$ cat config.mk
export PLATFORM = sky130hd
export DESIGN_NAME = axi4_sram_test_master
export DESIGN_NICKNAME = d
export VERILOG_FILES = /design/src/rtl/axi4_tm_pkg.sv /design/src/rtl/axi4_sram_test_master.sv
export SDC_FILE = /design/constraint.sdc
export NUM_CORES = 1
export LEC_CHECK = 0
export BUFFER_PORTS_ARGS = -buffer_cell sky130_fd_sc_hd__buf_4
export CORE_ASPECT_RATIO = 0.6
export CORE_UTILIZATION = 48
export CTS_BUF_LIST = sky130_fd_sc_hd__clkbuf_4 sky130_fd_sc_hd__clkbuf_8
export CTS_CLUSTER_SIZE = 16
export DETAILED_ROUTE_END_ITERATION = 12
export GPL_TIMING_DRIVEN = 0
export PLACE_DENSITY = 0.83
export RECOVER_POWER = 100
export SYNTH_ARGS = -nofsm -noshare
export SYNTH_HDL_FRONTEND = slang
export SYNTH_SLANG_ARGS = --single-unit
$ cat constraint.sdc
create_clock -name ACLK -period 4.2 [get_ports ACLK]
set_input_delay 0.21 -clock ACLK [delete_from_list [all_inputs] [get_ports ACLK]]
set_output_delay 0.21 -clock ACLK [all_outputs]
set_load 0.02 [all_outputs]
$ cat src/rtl/axi4_tm_pkg.sv
// Shared types and helpers for the AXI4 SRAM test master.
// Holds the FSM state encoding, AXI burst/response codes and the data pattern.
package axi4_tm_pkg;

  typedef enum logic [2:0] {
    S_IDLE,
    S_WR_AW,
    S_WR_W,
    S_WR_B,
    S_RD_AR,
    S_RD_R,
    S_FIN
  } tm_state_e;

  localparam logic [1:0] AXI_BURST_INCR = 2'b01;
  localparam logic [1:0] AXI_RESP_OKAY  = 2'b00;

  // One 64-bit pattern word for global beat index i: inverted index in the upper half.
  function automatic logic [63:0] pattern_f(input logic [31:0] i);
    return {~i, i};
  endfunction

endpackage

$ cat src/rtl/axi4_sram_test_master.sv
// AXI4 traffic generator: writes a deterministic pattern over NUM_BURSTS INCR bursts,
// reads everything back, compares, and reports DONE/PASS plus a saturating error count.
//
// state   | meaning
// --------+-----------------------------------------------------------
// S_IDLE  | waiting for START; DONE/PASS hold the last pass result
// S_WR_AW | write address presented, waiting for AWREADY
// S_WR_W  | streaming BURST_LEN write beats
// S_WR_B  | waiting for the write response of the current burst
// S_RD_AR | read address presented, waiting for ARREADY
// S_RD_R  | accepting and checking read beats of the current burst
// S_FIN   | publishing DONE/PASS, then back to idle
module axi4_sram_test_master
  import axi4_tm_pkg::*;
#(
  parameter int              AXI4_AWIDTH  = 32,
  parameter int              AXI4_DWIDTH  = 64,
  parameter int              AXI4_IDWIDTH = 4,
  parameter int              AXI_ID       = 0,
  parameter longint unsigned BASE_ADDR    = 0,
  parameter int              BURST_LEN    = 16,
  parameter int              NUM_BURSTS   = 32
) (
  input  logic                      ACLK,
  input  logic                      ARESET,
  input  logic                      START,
  output logic                      BUSY,
  output logic                      DONE,
  output logic                      PASS,
  output logic [15:0]               ERR_COUNT,
  output logic [AXI4_IDWIDTH-1:0]   AWID,
  output logic [AXI4_AWIDTH-1:0]    AWADDR,
  output logic [7:0]                AWLEN,
  output logic [2:0]                AWSIZE,
  output logic [1:0]                AWBURST,
  output logic                      AWVALID,
  input  logic                      AWREADY,
  output logic [AXI4_DWIDTH-1:0]    WDATA,
  output logic [AXI4_DWIDTH/8-1:0]  WSTRB,
  output logic                      WLAST,
  output logic                      WVALID,
  input  logic                      WREADY,
  input  logic [AXI4_IDWIDTH-1:0]   BID,
  input  logic [1:0]                BRESP,
  input  logic                      BVALID,
  output logic                      BREADY,
  output logic [AXI4_IDWIDTH-1:0]   ARID,
  output logic [AXI4_AWIDTH-1:0]    ARADDR,
  output logic [7:0]                ARLEN,
  output logic [2:0]                ARSIZE,
  output logic [1:0]                ARBURST,
  output logic                      ARVALID,
  input  logic                      ARREADY,
  input  logic [AXI4_DWIDTH-1:0]    RDATA,
  input  logic [AXI4_IDWIDTH-1:0]   RID,
  input  logic [1:0]                RRESP,
  input  logic                      RLAST,
  input  logic                      RVALID,
  output logic                      RREADY
);

  localparam int BEAT_BYTES  = AXI4_DWIDTH / 8;
  localparam int BURST_BYTES = BURST_LEN * BEAT_BYTES;
  localparam int BCW         = (NUM_BURSTS > 1) ? $clog2(NUM_BURSTS) : 1;
  localparam int REP         = (AXI4_DWIDTH + 63) / 64;

  localparam logic [BCW-1:0] LAST_BURST = BCW'(NUM_BURSTS - 1);
  localparam logic [7:0]     LAST_BEAT  = 8'(BURST_LEN - 1);

  tm_state_e        state;
  logic [BCW-1:0]   burst_cnt;
  logic [7:0]       beat_cnt;
  logic [31:0]      beat_idx;
  logic [31:0]      burst_base;
  logic [REP*64-1:0] pat_wide;
  logic [AXI4_DWIDTH-1:0] pat;
  logic             last_beat;
  logic             r_hs;
  logic             b_hs;
  logic             rresp_bad;
  logic             rdata_bad;
  logic             rlast_bad;
  logic [1:0]       err_inc;
  logic [16:0]      err_sum;
  logic [15:0]      err_next;
  logic             unused_ids;

  assign unused_ids = ^{BID, RID};

  // Burst address and payload are pure functions of registered counters,
  // so they stay put for as long as the matching VALID is held.
  assign AWID    = AXI4_IDWIDTH'(AXI_ID);
  assign ARID    = AXI4_IDWIDTH'(AXI_ID);
  assign AWADDR  = AXI4_AWIDTH'(BASE_ADDR) + AXI4_AWIDTH'(burst_cnt) * AXI4_AWIDTH'(BURST_BYTES);
  assign ARADDR  = AWADDR;
  assign AWLEN   = LAST_BEAT;
  assign ARLEN   = LAST_BEAT;
  assign AWSIZE  = 3'($clog2(BEAT_BYTES));
  assign ARSIZE  = AWSIZE;
  assign AWBURST = AXI_BURST_INCR;
  assign ARBURST = AXI_BURST_INCR;
  assign WSTRB   = '1;

  assign pat_wide   = {REP{pattern_f(beat_idx)}};
  assign pat        = pat_wide[AXI4_DWIDTH-1:0];
  assign WDATA      = pat;
  assign burst_base = 32'(burst_cnt) * 32'(BURST_LEN);
  assign last_beat  = (beat_cnt == LAST_BEAT);

  assign b_hs      = (state == S_WR_B) && BVALID && BREADY;
  assign r_hs      = (state == S_RD_R) && RVALID && RREADY;
  assign rresp_bad = (RRESP != AXI_RESP_OKAY);
  assign rdata_bad = (RDATA != pat);
  assign rlast_bad = (RLAST != last_beat);

  // Each failing check on a beat counts separately; the total saturates.
  always_comb begin
    err_inc = 2'd0;
    if (b_hs && (BRESP != AXI_RESP_OKAY)) begin
      err_inc = 2'd1;
    end else if (r_hs) begin
      err_inc = {1'b0, rresp_bad} + {1'b0, rdata_bad} + {1'b0, rlast_bad};
    end
    err_sum  = {1'b0, ERR_COUNT} + {15'd0, err_inc};
    err_next = err_sum[16] ? 16'hFFFF : err_sum[15:0];
  end

  always_ff @(posedge ACLK or posedge ARESET) begin
    if (ARESET) begin
      state     <= S_IDLE;
      BUSY      <= 1'b0;
      DONE      <= 1'b0;
      PASS      <= 1'b0;
      ERR_COUNT <= 16'd0;
      AWVALID   <= 1'b0;
      WVALID    <= 1'b0;
      WLAST     <= 1'b0;
      BREADY    <= 1'b0;
      ARVALID   <= 1'b0;
      RREADY    <= 1'b0;
      burst_cnt <= '0;
      beat_cnt  <= '0;
      beat_idx  <= '0;
    end else begin
      ERR_COUNT <= err_next;
      case (state)
        S_IDLE: begin
          if (START) begin
            BUSY      <= 1'b1;
            DONE      <= 1'b0;
            PASS      <= 1'b0;
            ERR_COUNT <= 16'd0;
            burst_cnt <= '0;
            beat_idx  <= '0;
            AWVALID   <= 1'b1;
            state     <= S_WR_AW;
          end
        end
        S_WR_AW: begin
          if (AWVALID && AWREADY) begin
            AWVALID  <= 1'b0;
            WVALID   <= 1'b1;
            WLAST    <= (LAST_BEAT == 8'd0);
            beat_cnt <= '0;
            state    <= S_WR_W;
          end
        end
        S_WR_W: begin
          if (WVALID && WREADY) begin
            beat_idx <= beat_idx + 32'd1;
            if (WLAST) begin
              WVALID <= 1'b0;
              WLAST  <= 1'b0;
              BREADY <= 1'b1;
              state  <= S_WR_B;
            end else begin
              beat_cnt <= beat_cnt + 8'd1;
              WLAST    <= ((beat_cnt + 8'd1) == LAST_BEAT);
            end
          end
        end
        S_WR_B: begin
          if (b_hs) begin
            BREADY <= 1'b0;
            if (burst_cnt == LAST_BURST) begin
              burst_cnt <= '0;
              ARVALID   <= 1'b1;
              state     <= S_RD_AR;
            end else begin
              burst_cnt <= burst_cnt + BCW'(1);
              AWVALID   <= 1'b1;
              state     <= S_WR_AW;
            end
          end
        end
        S_RD_AR: begin
          if (ARVALID && ARREADY) begin
            ARVALID  <= 1'b0;
            RREADY   <= 1'b1;
            beat_cnt <= '0;
            beat_idx <= burst_base;
            state    <= S_RD_R;
          end
        end
        S_RD_R: begin
          // A burst ends on the slave's RLAST or after BURST_LEN beats, whichever is first.
          if (r_hs) begin
            if (RLAST || last_beat) begin
              RREADY <= 1'b0;
              if (burst_cnt == LAST_BURST) begin
                state <= S_FIN;
              end else begin
                burst_cnt <= burst_cnt + BCW'(1);
                ARVALID   <= 1'b1;
                state     <= S_RD_AR;
              end
            end else begin
              beat_cnt <= beat_cnt + 8'd1;
              beat_idx <= beat_idx + 32'd1;
            end
          end
        end
        S_FIN: begin
          DONE  <= 1'b1;
          PASS  <= (ERR_COUNT == 16'd0);
          BUSY  <= 1'b0;
          state <= S_IDLE;
        end
        default: state <= S_IDLE;
      endcase
    end
  end

endmodule

==> results of run 1 <==
## layout by cell type, fill, tap and decap left out, types with 12 or more instances in the layout
| cell type | n |
|---|---|
| buf_4 | 242 |
| buf_2 | 12 |
| conb_1 | 96 |
| nor2_1 | 42 |
| nand3_1 | 27 |
| inv_1 | 46 |
| a21oi_1 | 38 |
| dfrtp_1 | 71 |
| clkbuf_1 | 48 |
| nand2_1 | 56 |
| or3_1 | 15 |
| xnor2_1 | 23 |
| o21ai_0 | 61 |
| nand4_1 | 26 |
| xor2_1 | 32 |
## registers in the layout, summed over array words and instances (netlist names)
| signal | count |
|---|---|
| beat_idx | 32 |
| ERR_COUNT | 16 |
| beat_cnt | 8 |
| burst_cnt | 5 |
| state | 3 |
| ARVALID | 1 |
| AWVALID | 1 |
| BREADY | 1 |
| BUSY | 1 |
| DONE | 1 |
| PASS | 1 |
| RREADY | 1 |
| WLAST | 1 |
| WVALID | 1 |
## repair_timing
action                                  CTS  global route
pin swaps                                 2             2
endpoints found under the hold margin    27             0
buffers inserted                          1             0
hold buffers                              1             0
gates resized for setup                   9             0
endpoints found under the setup margin   16            12
## cell type report
type | instances | area, sq um
repair buffers | 178 | 1200
multi-input cells | 550 | 3240
well taps | 160 | 200
flip-flops and latches | 73 | 1830
inverters | 48 | 181
plain buffers | 129 | 895
clock buffers | 12 | 159
clock inverters | 3 | 40.0
fillers | 1009 | 3770
## worst max-delay path by stage
stage                         end  cells after the start          from  slack [ns]
global route         ERR_COUNT[4]                     15   beat_idx[8]      -0.001
detailed placement   ERR_COUNT[2]                     14   beat_idx[6]       -0.77
CTS                 ERR_COUNT[14]                     15   beat_idx[2]        0.10
floorplan           ERR_COUNT[11]                     15  beat_idx[23]        0.22
global placement     ERR_COUNT[3]                     14   beat_idx[6]       -0.76
finish              ERR_COUNT[14]                     15   beat_idx[6]        0.18
## per-stage QoR
step | power (mW) | cells | util [%] | setup slack [ns] | setup TNS [ns]
final | 1.63 | 1153 | 67.3 | 0.179 | 0
after global placement | 1.07 | 1141 | 66.4 | -0.758 | -10.01
after global routing | 1.70 | 1153 | 67.3 | -0.00130 | -0.00130
after detailed placement | 1.07 | 1142 | 66.6 | -0.769 | -10.09
after floorplan | 0.960 | 806 | - | 0.223 | 0
after CTS | 1.64 | 1154 | 68.7 | 0.103 | 0
## power groups by stage
stage               logic, mW  clock network (mW)  registers (mW)
floorplan               0.218                   0           0.742
global placement        0.330                   0           0.736
detailed placement      0.337                   0           0.736
CTS                     0.337               0.578           0.724
global route            0.362               0.611           0.725
finish                  0.335               0.572           0.724
## logic make-up after synthesis
| group | Yosys count |
|---|---|
| other | 2 |
| AOI/OAI and AO/OA | 149 |
| DFF | 73 |
| adders and majority gates | 10 |
| xor gates and xnor gates | 55 |
| buffers and inverters | 183 |
| muxes | 3 |
| and+or+nand+nor | 237 |
## worst reg2reg max path, cell delays in order, from the launching register on
cell	delay [ns]
dfrtp_2	0.47
inv_1	0.12
a22o_1	0.22
nor4_2	0.39
nand4_1	0.29
nor4_4	0.26
fa_1	0.47
o21ai_0	0.20
ha_1	0.20
inv_1	0.06
fa_2	0.41
nor4_4	0.20
buf_4	0.18
and3_1	0.17
nor2_1	0.04
a311oi_1	0.24
## layer usage
metal	global-route usage [%]	wire length, um	vias up
met5	0	0	-
met2	41.0	7710	311
met4	7.06	252	0
li1	-	-	2830
met3	7.04	1890	21
met1	42.3	8030	2733
==> metrics.cfg, run 1 <==
[status]
status=finished with violations
violations=max-capacitance violations, max-slew violations

[worst_setup_path]
crit_type=reg -> reg
cp_top_family=simple AND/OR/NAND/NOR gates
worst-path-max-fanout=8
crit_buf_inv=3
start_kind=register
crit-reg2reg-launch=beat_idx[6]
r2r_slack_ns=0.18
crit_slowest_cell=dfrtp_2
required_ns=4.46
worst_setup_path_end_kind=register
cp_data_arrival_time_ns=4.28
path_cells=inv_1 -> a22o_1 -> nor4_2 -> nand4_1 -> nor4_4 -> fa_1 -> o21ai_0 -> ha_1 -> inv_1 -> fa_2 -> nor4_4 -> buf_4 -> and3_1 -> nor2_1 -> a311oi_1
cpPeakStageDelay_ns=0.47
timing.rr.end=ERR_COUNT[14]
reg2reg_depth=15

[logic_synthesis]
synth_edf_count=0
async_flop_share_pct=100
synthCells=712
ys_seq_elements=73
netlist_area_sq_mm=0.00578
synth_fa_ha_area_share_pct=2.42
yosysWarnings=0
synth.area.top_cells=dfrtp_1, buf_4, o21ai_0
synth_top_family_by_area=simple AND/OR/NAND/NOR gates
syn_avg_cell_area_sq_um=8.12
yosys.cell_count.top_type=buf_4
synth_top_area_share_pct=31.6
seq_area_frac_synth_pct=31.6
synth-compound-area-share_pct=15.8
yosys.area_share.xor_xnor_pct=8.34
synthTopCellsByCount=buf_4, dfrtp_1, o21ai_0
netlist-cell-type-count=63
synth_mux_area_share_pct=0.520
synth_ff_type=dfrtp_1
synth_simple_gate_area_share_pct=22.3
synth_top_area_cell=dfrtp_1

[sta]
finClkSkew_ns=0.0125
finalCritPeriodShare_pct=95.7
slew_viol_final=47
setup_viol=0
rsz0062_at_grt=true
fin_crit_ns=4.02
hold_viol_final=0
slew_headroom_pct=-47.4
worst_slew_pin_slew_ns=2.21
timing.hold.ws_ns=0.114
clock.fmax_mhz=249

[die]
core_sq_mm=0.0115
fp.dieW_um=144
dieArea_sq_mm=0.0125
fp-row-count=30
io_pins=280
initial_utilization_pct=50.2
die_height_um=87.0

[finish]
layout.nets=1084
area_growth_pct=34.1
drive_above_1_share_pct=29.9
finish.instance_area_sq_mm=0.00775
diodes=0

[placement]
place_area_sq_mm=0.00768
place_hpwl_mm=14.4
portBuffers=175
gp_congestion=0.895

[routing]
dr.pass1.iters=5
vias=5895
wl_mm=17.9
drt-wirelength-per-cell_um=15.5
vias_per_cell=5.11
drc=0
drtAntennaViolNets=0
first_iter_violations=640

[power]
power_frac_seq_pct=44.4
p_leak_nw=3.71
p_switching_uw=461
p_comb_share_pct=20.5
swShare_pct=28.2
clkPwrFrac_pct=35.1
powerDensity_mw_per_mm2=210
ir_drop_v=0.000145
p_int_mw=1.17

[clock_network]
clkLatencyLatePin_ns=0.36
clock_sinks=73
numCtsBuffers=9
cts.htree.levels=3
clock_path_buffers=2
clk_pin_slew_ns=0.07
cts_tree=yes
cts-root-buf=clkbuf_8

[worst_hold_path]
holdPathStages=3
hold-path-endpoint=ARVALID
min_from=ARREADY
hold_path_class=in -> reg

[global_routing]
grt_max_degree=47
antenna_found_initial=0
grt_pass1_vias=5099
gr-total-overflow=0
track_usage_pct=28.4
grt_pass1_wl_mm=27.0

[flow_run]
max-cap-violations=1

Power figures use the tool's default switching activity.
==> run 2, diff against run 1 <==
--- a/config.mk
+++ b/config.mk
@@ -14,6 +14,7 @@
 export GPL_TIMING_DRIVEN = 0
 export PLACE_DENSITY = 0.83
 export RECOVER_POWER = 100
+export SETUP_SLACK_MARGIN = 0.3
 export SYNTH_ARGS = -nofsm -noshare
 export SYNTH_HDL_FRONTEND = slang
 export SYNTH_SLANG_ARGS = --single-unit
==> run 2 against run 1 <==
Clock power grew 13%. Critical path depth grew 2. Utilization grew 1.0 points. Final area grew 1.5%. Non-clock buffer count grew 20. Power grew 5.1%. Die area is the same. Critical path type unchanged. Register-to-register slack is essentially flat. Combinational power grew 3%. Critical endpoint is now ERR_COUNT[8]. Fmax grew 0.22%. Routed wire length grew 7.5%. Sequential share of layout area shrank 0.35 points. The run now ends clean.
==> metrics.cfg, run 2 (synthesis gave the netlist of run 1 again) <==
[status]
status=complete, no violations

[placement]
dp.cells=1142  ; unchanged
place_hpwl_mm=14.4  ; -0.29%
gp_congestion=0.893  ; -0.18%
portBuffers=175  ; unchanged

[finish]
fillers=996  ; -1.3%
diodes=0  ; unchanged
final_common_cell=buf_4
seq_area_sq_mm=0.00183  ; unchanged
largest_reg_flops=32  ; unchanged
top_regs=beat_idx: 32 flops, ERR_COUNT: 16 flops, beat_cnt: 8 flops
stdcell_count=1174  ; +1.8%
layout_common_cells=buf_4, conb_1, clkbuf_1
area_growth_pct=36.1
layout.nets=1104  ; +1.8%
multiInputGateArea_sq_mm=0.00331  ; +2.1%
top_register=beat_idx
drive_above_1_share_pct=28.1  ; -1.8 points

[die]
die_height_um=87.0  ; unchanged
dieArea_sq_mm=0.0125  ; unchanged
core_sq_mm=0.0115  ; unchanged
initial_utilization_pct=50.2  ; unchanged
fp.dieW_um=144  ; unchanged
fp-row-count=30  ; unchanged
io_pins=280  ; unchanged

[clock_network]
numCtsBuffers=9  ; unchanged
cts_tree=yes
clkLatencyLatePin_ns=0.37  ; about the same
clock_sinks=73  ; unchanged
clk_pin_slew_ns=0.08  ; about the same
clock_path_buffers=2  ; unchanged
cts-root-buf=clkbuf_8
cts.htree.levels=3  ; unchanged

[sta]
slew_headroom_pct=26.5  ; +74 points
setup_viol=0  ; unchanged
hold_viol_final=0  ; unchanged
clock.fmax_mhz=249  ; +0.22%
finalCritPeriodShare_pct=95.5  ; -0.21 points
finClkSkew_ns=0.0137  ; +0.00127 ns
rsz0062_at_grt=true
worst_slew_pin_slew_ns=1.10  ; -1.11 ns
slew_viol_final=0  ; -100%
fin_crit_ns=4.01  ; -0.00882 ns

[worst_setup_path]
crit_slowest_cell=fa_1
crit_type=reg -> reg
cp_data_arrival_time_ns=4.23  ; -0.05 ns
cp_top_family=simple AND/OR/NAND/NOR gates
path_cells=clkbuf_2 -> xnor2_1 -> nand2_1 -> nor4_1 -> nand4_1 -> nor4_4 -> fa_1 -> o21ai_2 -> ha_2 -> inv_2 -> fa_2 -> buf_4 -> buf_6 -> nor2_4 -> nand4_1 -> xor2_1 -> a21oi_1
crit-reg2reg-launch=beat_idx[14]
crit_buf_inv=4  ; +1
r2r_slack_ns=0.19  ; about the same
path_common_cell=nand4_1
worst_setup_path_end_kind=register
required_ns=4.42  ; -0.04 ns
timing.rr.end=ERR_COUNT[8]
worst-path-max-fanout=7  ; -1
cpPeakStageDelay_ns=0.49  ; +0.02 ns
start_kind=register
reg2reg_depth=17  ; +2

[worst_hold_path]
holdPathStages=3  ; unchanged
hold-path-endpoint=ARVALID
hold_path_class=in -> reg
min_from=ARREADY

[global_routing]
antenna_found_initial=0  ; unchanged
gr-total-overflow=0  ; unchanged
grt_pass1_wl_mm=27.8  ; +3.1%
grt_max_degree=60  ; +28%
grt_pass1_vias=5239  ; +2.7%
track_usage_pct=29.4  ; +0.91 points

[routing]
drc=0  ; unchanged
first_iter_violations=656  ; +2.5%
vias_per_cell=5.24  ; +2.5%
wl_mm=19.2  ; +7.5%
drt-wirelength-per-cell_um=16.4  ; +5.6%
vias=6152  ; +4.4%
drtAntennaViolNets=0  ; unchanged
dr.pass1.iters=5  ; unchanged

[power]
p_leak_nw=3.66  ; -1.4%
power_mw=1.71  ; +5.1%
powerDensity_mw_per_mm2=218  ; +3.5%
ir_drop_v=0.000153  ; +5.6%

[flow_run]
max-cap-violations=0  ; -1

==> run 2: cell types whose count changed in the layout (fill, tap and decap cells not counted), moves of 4 or more <==
| cell | previous run | this run |
|---|---|---|
| clkbuf_1 | 48 | 95 |
| buf_4 | 242 | 206 |
| buf_2 | 12 | 4 |
| a21oi_1 | 38 | 32 |
| a21oi_2 | 0 | 6 |
| clkbuf_2 | 1 | 7 |
| clkbuf_4 | 3 | 8 |
| buf_6 | 0 | 4 |
| o21ai_1 | 5 | 1 |
==> run 2: metrics by stage <==
step / TNS, ns / cell area, sq um / hold slack (ns) / utilization, % / setup slack [ns]
6_report: 0 / 7870 / 0.114 / 68.3 / 0.188
5_1_grt: 0 / 7870 / 0.119 / 68.3 / 0.00243
3_3_place_gp: -6.57 / 7660 / 0.473 / 66.4 / -0.529
2_1_floorplan: 0 / 6140 / 0.370 / - / 0.338
3_5_place_dp: -6.98 / 7690 / 0.156 / 66.7 / -0.585
4_1_cts: 0 / 8020 / 0.101 / 69.6 / 0.314
==> run 2: how the worst max path moves through the flow <==
| stage | cells past startpoint | startpoint | to | slack [ns] |
|---|---|---|---|---|
| after floorplan | 15 | beat_idx[13] | ERR_COUNT[11] | 0.34 |
| after global placement | 15 | beat_idx[13] | ERR_COUNT[5] | -0.53 |
| after detailed placement | 15 | beat_idx[13] | ERR_COUNT[11] | -0.59 |
| after CTS | 16 | beat_idx[18] | ERR_COUNT[14] | 0.31 |
| after global routing | 17 | beat_idx[4] | ERR_COUNT[8] | 0.002 |
| final | 17 | beat_idx[14] | ERR_COUNT[8] | 0.19 |
==> run 2: power by group <==
| group | internal, mW | leakage, nW | switching (mW) | total (mW) |
|---|---|---|---|---|
| clock network | 0.365 | 0.115 | 0.281 | 0.646 |
| logic | 0.156 | 2.63 | 0.190 | 0.346 |
| registers | 0.710 | 0.913 | 0.0119 | 0.722 |
| total | 1.23 | 3.66 | 0.483 | 1.71 |
==> run 2: timing repair <==
action,4_1_cts,5_1_grt
pin swaps,11,10
gates resized for setup,20,46
endpoints found under the hold margin,14,0
hold buffers,1,0
cloned,0,1
buffers inserted,4,10
endpoints found under the setup margin,16,16
==> run 2: cell type report <==
type	instances	area share, %
plain buffers	135	12.0
flip-flops and latches	73	23.3
inverters	48	2.31
well taps	160	2.54
clock buffers	11	1.92
clock inverters	5	0.986
multi-input cells	550	42.1
repair buffers	192	14.9
==> run 2: per-layer routing <==
layer	vias up	track usage, %	share of wire [%]
met2	357	43.5	45
met4	0	7.74	1.8
met5	-	0	0
met3	36	6.76	9.8
li1	2855	-	-
met1	2904	42.8	44
==> run 2: worst reg2reg max path: stages, from the launching register on <==
cell and delay, ns:
dfrtp_1 0.38, clkbuf_2 0.20, xnor2_1 0.24, nand2_1 0.08
nor4_1 0.28, nand4_1 0.26, nor4_4 0.27, fa_1 0.49
o21ai_2 0.15, ha_2 0.21, inv_2 0.05, fa_2 0.43
buf_4 0.16, buf_6 0.13, nor2_4 0.12, nand4_1 0.15
xor2_1 0.20, a21oi_1 0.08
==> run 3, diff against run 2 <==
--- a/config.mk
+++ b/config.mk
@@ -5,14 +5,14 @@
 export SDC_FILE = /design/constraint.sdc
 export NUM_CORES = 1
 export LEC_CHECK = 0
-export BUFFER_PORTS_ARGS = -buffer_cell sky130_fd_sc_hd__buf_4
 export CORE_ASPECT_RATIO = 0.6
-export CORE_UTILIZATION = 48
+export CORE_UTILIZATION = 59
 export CTS_BUF_LIST = sky130_fd_sc_hd__clkbuf_4 sky130_fd_sc_hd__clkbuf_8
 export CTS_CLUSTER_SIZE = 16
 export DETAILED_ROUTE_END_ITERATION = 12
+export DONT_BUFFER_PORTS = 1
 export GPL_TIMING_DRIVEN = 0
-export PLACE_DENSITY = 0.83
+export PLACE_DENSITY = 0.75
 export RECOVER_POWER = 100
 export SETUP_SLACK_MARGIN = 0.3
 export SYNTH_ARGS = -nofsm -noshare
==> run 3 against run 2 <==
Clock power is 18% lower. Sequential power is 2% higher. Sequential share of layout area is 4.0 points higher. Fmax is 0.10% higher. Hold slack worse by 0.096 ns. Critical path type unchanged. Largest power group unchanged. Highest routed layer unchanged.
==> metrics.cfg, run 3 (synthesis gave the netlist of run 1 again) <==
[status]
status=complete, no violations

[global_routing]
grt_max_degree=64  ; +6.7%
grt_pass1_vias=4878  ; -6.9%
antenna_found_initial=0  ; unchanged
track_usage_pct=32.5  ; +3.1 points
gr-total-overflow=0  ; unchanged
grt_pass1_wl_mm=25.5  ; -8.3%

[finish]
top_register=beat_idx
finish.utilization_pct=72.5  ; +4.3 points
area_growth_pct=17.0
top_regs=beat_idx: 32 flops, ERR_COUNT: 16 flops, beat_cnt: 8 flops
layout_common_cells=buf_4, conb_1, o21ai_0
final_common_cell=buf_4
fillers=761  ; -24%
layout.nets=928  ; -16%
largest_reg_flops=32  ; unchanged
diodes=0  ; unchanged
drive_above_1_share_pct=22.6  ; -5.5 points

[placement]
place_hpwl_mm=13.0  ; -9.7%
portBuffers=0  ; -100%
gp_congestion=0.905  ; +1.3%

[worst_hold_path]
min_from=ARREADY
holdPathStages=2  ; -1
hold_path_class=in -> reg
hold-path-endpoint=ARVALID

[power]
p_leak_nw=3.05  ; -17%
p_int_mw=1.08  ; -12%
p_comb_share_pct=16.9  ; -3.3 points
p_switching_uw=438  ; -9.4%
ir_drop_v=0.000160  ; +4.5%
clkPwrFrac_pct=34.8  ; -2.9 points
swShare_pct=28.8  ; +0.59 points
powerDensity_mw_per_mm2=225  ; +3.3%
power_frac_seq_pct=48.3  ; +6.2 points

[die]
die_height_um=78.7  ; -9.6%
initial_utilization_pct=62.0  ; +12 points
fp.dieW_um=130  ; -9.7%
core_sq_mm=0.00932  ; -19%
fp-row-count=27  ; -10%
io_pins=280  ; unchanged
dieArea_sq_mm=0.0102  ; -18%

[sta]
finalCritPeriodShare_pct=95.4  ; -0.097 points
worst_slew_pin_slew_ns=1.12  ; +0.0226 ns
finClkSkew_ns=0.00862  ; -0.00510 ns
fin_crit_ns=4.01  ; -0.00407 ns
clock.fmax_mhz=250  ; +0.10%
hold_viol_final=0  ; unchanged
setup_viol=0  ; unchanged
timing.hold.ws_ns=0.0178  ; -0.0961 ns
slew_viol_final=0  ; unchanged
slew_headroom_pct=25.1  ; -1.3 points
rsz0062_at_grt=true

[routing]
vias_per_cell=5.65  ; +7.8%
first_iter_violations=598  ; -8.8%
drt-wirelength-per-cell_um=17.7  ; +7.9%
drtAntennaViolNets=0  ; unchanged
drc=0  ; unchanged
vias=5464  ; -11%
dr.pass1.iters=5  ; unchanged
wl_mm=17.1  ; -11%

[clock_network]
clock_sinks=73  ; unchanged
cts.htree.levels=3  ; unchanged
numCtsBuffers=9  ; unchanged
clkLatencyLatePin_ns=0.35  ; -0.02 ns
cts_tree=yes
clock_path_buffers=2  ; unchanged
cts-root-buf=clkbuf_8
clk_pin_slew_ns=0.07  ; about the same

[worst_setup_path]
required_ns=4.45  ; +0.03 ns
worst-path-max-fanout=7  ; unchanged
worst_setup_path_end_kind=register
start_kind=register
reg2reg_depth=16  ; -1
crit_type=reg -> reg
cp_data_arrival_time_ns=4.25  ; +0.02 ns
crit-reg2reg-launch=beat_idx[7]
timing.rr.end=ERR_COUNT[14]
r2r_slack_ns=0.19  ; about the same

[flow_run]
max-cap-violations=0  ; unchanged

run 3: cell count changes in the layout (fill, tap and decap cells not counted), moves of 5 or more:
| cell | delta |
|---|---|
| buf_6 | +5 |
| dfrtp_2 | +10 |
| clkbuf_2 | -5 |
| dfrtp_1 | -10 |
| buf_4 | -99 |
| clkbuf_1 | -72 |
run 3: what timing repair did:
action	in CTS	in global routing
hold buffers	1	0
setup endpoints to repair	16	16
endpoints found under the hold margin	73	0
gates resized for setup	34	48
pin swaps	7	5
gates cloned	0	1
buffers inserted	3	10
run 3: cell type report:
| type | count | area, sq um | area share, % |
|---|---|---|---|
| well taps | 130 | 163 | 2.41 |
| multi-input cells | 550 | 3290 | 48.7 |
| clock buffers | 15 | 181 | 2.68 |
| repair buffers | 16 | 146 | 2.16 |
| plain buffers | 135 | 957 | 14.2 |
| flip-flops and latches | 73 | 1840 | 27.2 |
| inverters | 48 | 181 | 2.68 |
run 3: routing by layer:
metal  routed length, um  global-route usage, %  share of wire, %  up-vias
li1                    -                      -                 -     2510
met1                7380                   47.2                43     2594
met2                7550                   46.4                44      331
met3                1890                   9.34                11       29
met4                 275                   9.19               1.6        0
met5                   0                      0                 0        -
run 3: worst max-delay path by stage:
stage | slack, ns | cells after the start | to | from
after floorplan | 0.34 | 15 | ERR_COUNT[11] | beat_idx[13]
after global placement | -0.63 | 15 | ERR_COUNT[4] | beat_idx[18]
after detailed placement | -0.69 | 15 | ERR_COUNT[10] | beat_idx[18]
after CTS | 0.30 | 15 | ERR_COUNT[14] | beat_idx[28]
after global routing | -0.05 | 16 | ERR_COUNT[14] | beat_idx[7]
final | 0.19 | 16 | ERR_COUNT[14] | beat_idx[7]
run 3: critical path, stage by stage (launching register included):
cell	delay (ns)
dfrtp_2	0.47
buf_6	0.16
xor2_1	0.21
nand4_1	0.13
nor4_2	0.33
nand4_1	0.20
nor4_4	0.27
fa_1	0.47
o21ai_1	0.14
ha_1	0.19
inv_2	0.05
fa_2	0.42
nor4_4	0.18
clkbuf_1	0.16
and3_1	0.19
nor2_1	0.05
a311oi_1	0.27
run 3: metrics by stage:
step / power, mW / setup WS, ns / setup TNS, ns / std cells / instance area [sq um]
global route: 1.57 / -0.0525 / -0.116 / 967 / 6760
detailed placement: 0.987 / -0.686 / -9.01 / 937 / 6340
CTS: 1.51 / 0.300 / 0 / 956 / 6630
finish: 1.52 / 0.192 / 0 / 967 / 6760
global placement: 0.981 / -0.628 / -8.14 / 936 / 6310
floorplan: 0.960 / 0.338 / 0 / 806 / 6140
run 3: power groups by stage:
stage | logic (mW) | clock network (mW) | registers, mW
after global routing | 0.277 | 0.557 | 0.736
after detailed placement | 0.240 | 0 | 0.748
after global placement | 0.233 | 0 | 0.747
final | 0.257 | 0.530 | 0.735
after floorplan | 0.218 | 0 | 0.742
after CTS | 0.243 | 0.529 | 0.734
